<file path="config.mk">
export PLATFORM = sky130hd
export DESIGN_NAME = id_operand_bypass
export DESIGN_NICKNAME = d
export VERILOG_FILES = /design/src/rtl/id_bypass_pkg.sv /design/src/rtl/bypass_port_sel.sv /design/src/rtl/id_operand_bypass.sv
export SDC_FILE = /design/constraint.sdc
export NUM_CORES = 1
export LEC_CHECK = 0
export ABC_AREA = 1
export CAP_MARGIN = 20
export CORE_ASPECT_RATIO = 1.5
export CORE_UTILIZATION = 36
export DETAILED_ROUTE_END_ITERATION = 12
export GPL_TIMING_DRIVEN = 0
export MAX_ROUTING_LAYER = met4
export PLACE_DENSITY = 0.8
export SLEW_MARGIN = 20
export SYNTH_ARGS = -nofsm -noshare
export SYNTH_HDL_FRONTEND = slang
export SYNTH_SLANG_ARGS = --single-unit
</file>
<file path="constraint.sdc">
create_clock -name clk -period 1.6 [get_ports clk]
set_input_delay 0.24 -clock clk [delete_from_list [all_inputs] [get_ports clk]]
set_output_delay 0.24 -clock clk [all_outputs]
set_load 0.02 [all_outputs]
</file>
<file path="src/rtl/id_bypass_pkg.sv">
// Shared encodings and the scoreboard entry layout for the ID-stage operand bypass.
// Entry fields are sized for the widest supported configuration; narrower users zero-extend.
package id_bypass_pkg;

  localparam int SEL_RF  = 0;
  localparam int SEL_EX  = 1;
  localparam int SEL_MEM = 2;
  localparam int SEL_WB  = 3;

  localparam int AVAIL_EX  = 0;
  localparam int AVAIL_MEM = 1;

  localparam int SB_RD_W = 8;
  localparam int SB_AV_W = 4;

  typedef struct packed {
    logic               valid;
    logic [SB_RD_W-1:0] rd;
    logic [SB_AV_W-1:0] avail;
  } sb_entry_t;

endpackage

</file>
<file path="src/rtl/bypass_port_sel.sv">
// Per-read-port youngest-producer search and operand mux over the in-flight scoreboard.
module bypass_port_sel
  import id_bypass_pkg::*;
#(
  parameter int DATA_W     = 32,
  parameter int REG_AW     = 5,
  parameter int NUM_STAGES = 3,
  parameter int SW         = $clog2(NUM_STAGES + 1)
) (
  input  logic [REG_AW-1:0]            src_addr,
  input  logic                         src_used,
  input  logic [DATA_W-1:0]            rf_data,
  input  sb_entry_t [NUM_STAGES-1:0]   sb,
  input  logic [NUM_STAGES*DATA_W-1:0] stage_data,
  output logic [DATA_W-1:0]            opnd,
  output logic [SW-1:0]                sel,
  output logic                         not_ready
);

  logic found;

  // Lowest stage index is the youngest producer, so the first hit wins.
  always_comb begin
    opnd      = rf_data;
    sel       = SW'(SEL_RF);
    not_ready = 1'b0;
    found     = 1'b0;
    for (int s = 0; s < NUM_STAGES; s++) begin
      if (!found && sb[s].valid && src_used && (src_addr != '0) &&
          (sb[s].rd == SB_RD_W'(src_addr))) begin
        found = 1'b1;
        if (sb[s].avail <= SB_AV_W'(s)) begin
          opnd = stage_data[s*DATA_W +: DATA_W];
          sel  = SW'(s + 1);
        end else begin
          not_ready = 1'b1;
        end
      end
    end
  end

endmodule

</file>
<file path="src/rtl/id_operand_bypass.sv">
// ID-stage bypass/interlock: owns the scoreboard of downstream register writes and the stall.
// A stalled ID instruction enters EX as a bubble; flush kills the ID and EX instructions.
module id_operand_bypass
  import id_bypass_pkg::*;
#(
  parameter int DATA_W     = 32,
  parameter int REG_AW     = 5,
  parameter int NUM_SRC    = 2,
  parameter int NUM_STAGES = 3,
  parameter int SW         = $clog2(NUM_STAGES + 1)
) (
  input  logic                         clk,
  input  logic                         rst_n,
  input  logic                         id_valid,
  input  logic [NUM_SRC*REG_AW-1:0]    id_src_addr,
  input  logic [NUM_SRC-1:0]           id_src_used,
  input  logic [NUM_SRC*DATA_W-1:0]    rf_data,
  input  logic                         id_wen,
  input  logic [REG_AW-1:0]            id_rd,
  input  logic [SW-1:0]                id_avail,
  input  logic [NUM_STAGES*DATA_W-1:0] stage_data,
  input  logic                         pipe_hold,
  input  logic                         flush,
  output logic [NUM_SRC*DATA_W-1:0]    opnd,
  output logic [NUM_SRC*SW-1:0]        fwd_sel,
  output logic                         stall
);

  sb_entry_t [NUM_STAGES-1:0] sb;
  sb_entry_t                  sb_in;
  logic [NUM_SRC-1:0]         port_not_ready;

  for (genvar p = 0; p < NUM_SRC; p++) begin : g_port
    bypass_port_sel #(
      .DATA_W     (DATA_W),
      .REG_AW     (REG_AW),
      .NUM_STAGES (NUM_STAGES),
      .SW         (SW)
    ) u_sel (
      .src_addr   (id_src_addr[p*REG_AW +: REG_AW]),
      .src_used   (id_src_used[p]),
      .rf_data    (rf_data[p*DATA_W +: DATA_W]),
      .sb         (sb),
      .stage_data (stage_data),
      .opnd       (opnd[p*DATA_W +: DATA_W]),
      .sel        (fwd_sel[p*SW +: SW]),
      .not_ready  (port_not_ready[p])
    );
  end

  assign stall = id_valid & (|port_not_ready);

  always_comb begin
    sb_in       = '0;
    sb_in.valid = id_valid & id_wen & ~stall;
    sb_in.rd    = SB_RD_W'(id_rd);
    sb_in.avail = SB_AV_W'(id_avail);
  end

  // Under hold only the ID-side slot can be killed; otherwise flush kills EX and MEM arrivals.
  always_ff @(posedge clk or negedge rst_n) begin
    if (!rst_n) begin
      sb <= '0;
    end else if (pipe_hold) begin
      if (flush) begin
        sb[0].valid <= 1'b0;
      end
    end else begin
      for (int s = NUM_STAGES - 1; s > 0; s--) begin
        sb[s] <= sb[s-1];
      end
      sb[0] <= sb_in;
      if (flush) begin
        for (int s = 0; s < NUM_STAGES; s++) begin
          if (s < 2) begin
            sb[s].valid <= 1'b0;
          end
        end
      end
    end
  end

endmodule

</file>
=== After elaboration in Yosys (flattened, before gate mapping) ===
Index checks and enable logic that the tools add are counted.

* Register bits: 24
* Input bits: 185
* Word-level logic and storage cells: 92

* $lt $le $gt $ge: 3
* Equality and inequality tests: 6
* Multiplexer cells: 41
* Bitwise gates (word level): 4
* Reduce and logical (&&, ||, !) cells: 29

{| class="wikitable"
|+ Operators with widths
! cell !! count
|-
| $mux 32 || 12
|-
| $eq 5x5->1 || 6
|-
| $logic_and 1x1->1 || 22
|-
| $mux 2 || 10
|-
| $mux 1 || 19
|-
| $reduce_bool 5->1 || 2
|-
| $le 2x1->1 const B || 2
|-
| $logic_not 1->1 || 4
|-
| $and 1x1->1 || 3
|-
| $le 2x2->1 const B || 1
|-
| $reduce_or 2->1 || 1
|-
| $not 1->1 || 1
|}

=== Logic depth before layout (Yosys ltp) ===
* Word-level depth: 22
* Depth in mapped cells: 14

=== By module ===
Synthesis repeated with hierarchy kept, for this count alone.

* Cell total of the unflattened synthesis: 1182
* Area total of the unflattened synthesis: 5794.3 um^2

{| class="wikitable"
|+ Modules (own cells, without submodules)
! module !! times used !! cells each !! area an instance (um^2) !! seq. area each (um^2)
|-
| bypass_port_sel || 2 || 540 || 2406.1 || 0.0
|-
| id_operand_bypass || 1 || 102 || 982.2 || 600.6
|}

=== Least setup slack after synthesis ===
OpenSTA, ideal clock, no wires.

* Path kind: flip-flop to output port
* Start point: reg sb[27] (netlist name)
* End point: out opnd[15]
* Arrival time: 1.546 ns
* Path slack: -0.186 ns
* Cell stages (with the launch flop): 6
* Cell sequence: dfrtp_1 -> nand2_1 -> clkbuf_1 -> clkbuf_1 -> nand2_1 -> o21ai_1

* Cells in the longest elaborated chain, start to end: 3

{| class="wikitable"
|+ Ends and longest elaborated chain
! what !! RTL line !! RTL
|-
| $le 2x2->1 || bypass_port_sel.sv:32 || <nowiki>if (sb[s].avail <= SB_AV_W'(s)) begin</nowiki>
|-
| $mux 32 || bypass_port_sel.sv:32 ||
|-
| $mux 32 || bypass_port_sel.sv:29 || <nowiki>if (!found && sb[s].valid && src_used && (src_addr != '0) &&</nowiki>
|-
| end: declaration || id_operand_bypass.sv:24 || <nowiki>output logic [NUM_SRC*DATA_W-1:0] opnd,</nowiki>
|}

Every way passes these cells.

=== Worst setup path after layout ===
* Start point: reg sb[32] (netlist name)
* End point: out opnd[22]

* Cells in the longest elaborated chain, start to end: 3

{| class="wikitable"
|+ Ends and longest elaborated chain
! what !! RTL line !! RTL
|-
| $eq 5x5->1 || bypass_port_sel.sv:30 || <nowiki>(sb[s].rd == SB_RD_W'(src_addr))) begin</nowiki>
|-
| $logic_and 1x1->1 || bypass_port_sel.sv:29 ||
|-
| $mux 32 || bypass_port_sel.sv:29 ||
|}

Every way passes these cells.

==> impl_metrics.csv <==
group,metric,value,unit
routing,wl_per_cell,19.35,um
global_route,top_usage_layer,"met2",
routing,totalWireLength,25970,um
pwr,cellInternalPower,0.002021,W
sta,fin_ws,-883.3,ps
placed_design,place_ws,-1426,ps
sta,tightest_slew,582.6,ps
global_route,grt_use_met3,4.194,%
pwr,p_comb_share,60.1,%
critical_path,cp_max_fo,10,
critical_path,end_kind,"output pin",
routing,route.detailed.drc,0,
critical_path,crit_required,1360,ps
floorplan,die_x,92.36,um
pwr,power_density,343.4,nW/um2
global_route,grt_pass1_vias,7396,
logic_synthesis,syn_nets,1048,
routing,ant_nets,0,
logic_synthesis,synthFlopType,"dfrtp_1",
clocking,worst_skew_pair.late_latency,260,ps
logic_synthesis,synth_edf_count,0,
cells_and_area,layout_common_cells,"nand2_1 (305), clkdlybuf4s50_1 (171), buf_6 (96), nand2_2 (70), nand3_2 (65)",
floorplan,start_util,36.88,%
logic_synthesis,synth_seq_cells,24,
sta,setup_viol_count_final,70,
logic_synthesis,seq_area_frac_synth,13.62,%
global_route,gr-total-overflow,0,
routing,first_pass_iters,5,
critical_path,worstSetupPathType,"reg -> out",
logic_synthesis,ys_types,28,
clocking,cts_buffers,3,
critical_path,crit_path_max_incr_delay,410,ps
logic_synthesis,synth.cell_area,4409,um2
pwr,p_leak,4.832,nW
global_route,grt_pass1_wl,37560,um
clocking,clk_pin_slew,70,ps
placed_design,portBuffers,253,
cells_and_area,nets,1375,
sta,fin_crit_sh,155.2,%
cells_and_area,drive_above_1_share,37.59,%
pwr,power_frac_clock,17.9,%
logic_synthesis,synth_area_per_cell,5.109,um2
floorplan,die_h,137.5,um
run_status,status,"finished with violations",
floorplan,dieArea,12700,um2
critical_path,path_cells,"buf_6 -> xor2_1 -> nor2_1 -> nand2_1 -> nor2_4 -> buf_4 -> nand3_4 -> buf_8 -> o21ai_4 -> buf_6",
placed_design,place_area,7812,um2
clocking,cts_sinks,24,
floorplan,design.core.area,11960,um2
logic_synthesis,async_flop_share,100.0,%
cells_and_area,area_delta_synth_final,123.9,%
global_route,grt_max_degree,25,
pwr,switching_share,40.39,%
critical_path,cp.arrival,2240,ps
placed_design,dp_hpwl,16450,um
hold_path,min_path_type,"reg -> reg",
cells_and_area,mostFrequentLayoutCell,"nand2_1",
run,drv_cap,0,
logic_synthesis,syn_inst,863,
global_route,met2_usage,68.27,%
cells_and_area,stdcell_area,9872,um2
sta,hold_slack,467.8,ps
cells_and_area,largest-register,"sb",
critical_path,cp_slowest_cell,"dfrtp_1",
critical_path,ff2ff_path_depth,11,
global_route,grt.total_usage,38.54,%
sta,period_needed,2483,ps
cells_and_area,top_regs,"sb: 24 flops",
routing,vias,7586,
clocking,cts_root_buf,"clkbuf_16",
pwr,p_switching,0.001369,W
run_status,failed_checks,"negative setup slack",
clocking,htree_levels,1,
pwr,finalPower,0.003390,W
pwr,vdd_drop_max,0.0006056,V
sta,fin_skew,8.742,ps
floorplan,rows,49,
routing,drt-initial-drc-count,493,
hold_path,min_path_cells,2,
pwr,seq_power_share,22.0,%
critical_path,start_kind,"register",
critical_path,path_common_cell,"buf_6",
cells_and_area,largest_reg_flops,24,
global_route,grt_use_met1,43.04,%
clocking,tritoncts,"yes",
logic_synthesis,ys_warn_count,0,
floorplan,io_pins,254,
sta,finalMaxSlewViolations,0,
global_route,antenna_found_initial,0,
routing,viasPerCell,5.653,
sta,max_freq,402.7,MHz
sta,hold_viol,0,
placed_design,place.gp.congestion,0.9510,
cells_and_area,antenna_cells,0,
clocking,cts_buffer_depth,2,
sta,rsz0062_at_grt,"true",
sta,slew_headroom,61.16,%
-- cell type report --
type                            instances  area, um2
Tap cell                              153      191.4
Sequential cell                        24      603.1
Multi-Input combinational cell        712       4569
Timing Repair Buffer                  324       3592
Clock buffer                            4      88.84
Buffer                                 54      529.3
Fill cell                             743       2083
Inverter                               71      297.8
-- worst max-delay path, delay by kind of cell, from the launching register on --
kind	cells	cell delay, ps
xor gates and xnor gates	1	170
buffers and inverters	4	650
and+or+nand+nor	4	600
AOI/OAI and AO/OA	1	140
DFF	1	410
-- power by group through the flow --
stage	Combinational (W)	Clock [W]	Sequential, W
4_1_cts	0.00190	0.000603	0.000736
3_5_place_dp	0.00174	0	0.000741
3_3_place_gp	0.00172	0	0.000739
5_1_grt	0.00218	0.000623	0.000752
6_report	0.00204	0.000606	0.000745
2_1_floorplan	0.000868	0	0.000724
-- cell families after synthesis --
kind of cell / synth area share [%]
AOI/OAI and AO/OA: 16.35
xor gates and xnor gates: 1.390
buffers and inverters: 13.34
DFF: 13.62
and+or+nand+nor: 55.31
-- routing by layer --
layer	routed length, um	vias up
li1	-	3458
met1	8855	3484
met2	13390	495
met3	2207	149
met4	1516	0
met5	0	-
-- Yosys cell counts, drive strengths merged (3+ instances only) --
cell	instances	area, um2
nand3	144	753.2
xnor2	3	26.28
nand4	4	40.04
clkbuf	17	63.81
a21oi	6	30.03
nor2	29	126.4
o211ai	32	240.2
xor2	4	35.03
buf	40	255.2
dfrtp	24	600.6
inv	69	261.5
o21ai	90	450.4
nand2	396	1501
-- per-stage QoR --
step	TNS (ps)	std cells	util [%]
finish	-55200	1342	82.57
global route	-60040	1342	82.57
CTS	-47560	1328	80.14
detailed placement	-92970	1269	65.35
global placement	-92280	1269	65.39
floorplan	-2553	863	-
-- worst paths after layout --
check / startpoint / slack (ps) / end
max: sb[32] / -880 / opnd[22]
min: sb[13] / 470 / sb[26]
max reg2reg: sb[32] / -340 / sb[12]
min reg2reg: sb[13] / 470 / sb[26]
max in group asynchronous: rst_n / 690 / sb[6]
min in group asynchronous: rst_n / 500 / sb[4]
-- timing repair --
item	in CTS	in global routing
pin swaps	72	45
hold endpoints to repair	24	0
endpoints found under the setup margin	70	71
hold buffers	1	0
gates cloned	17	1
buffers inserted	38	16
resized for setup	662	50
No activity file was read; power rests on OpenSTA's default activity.
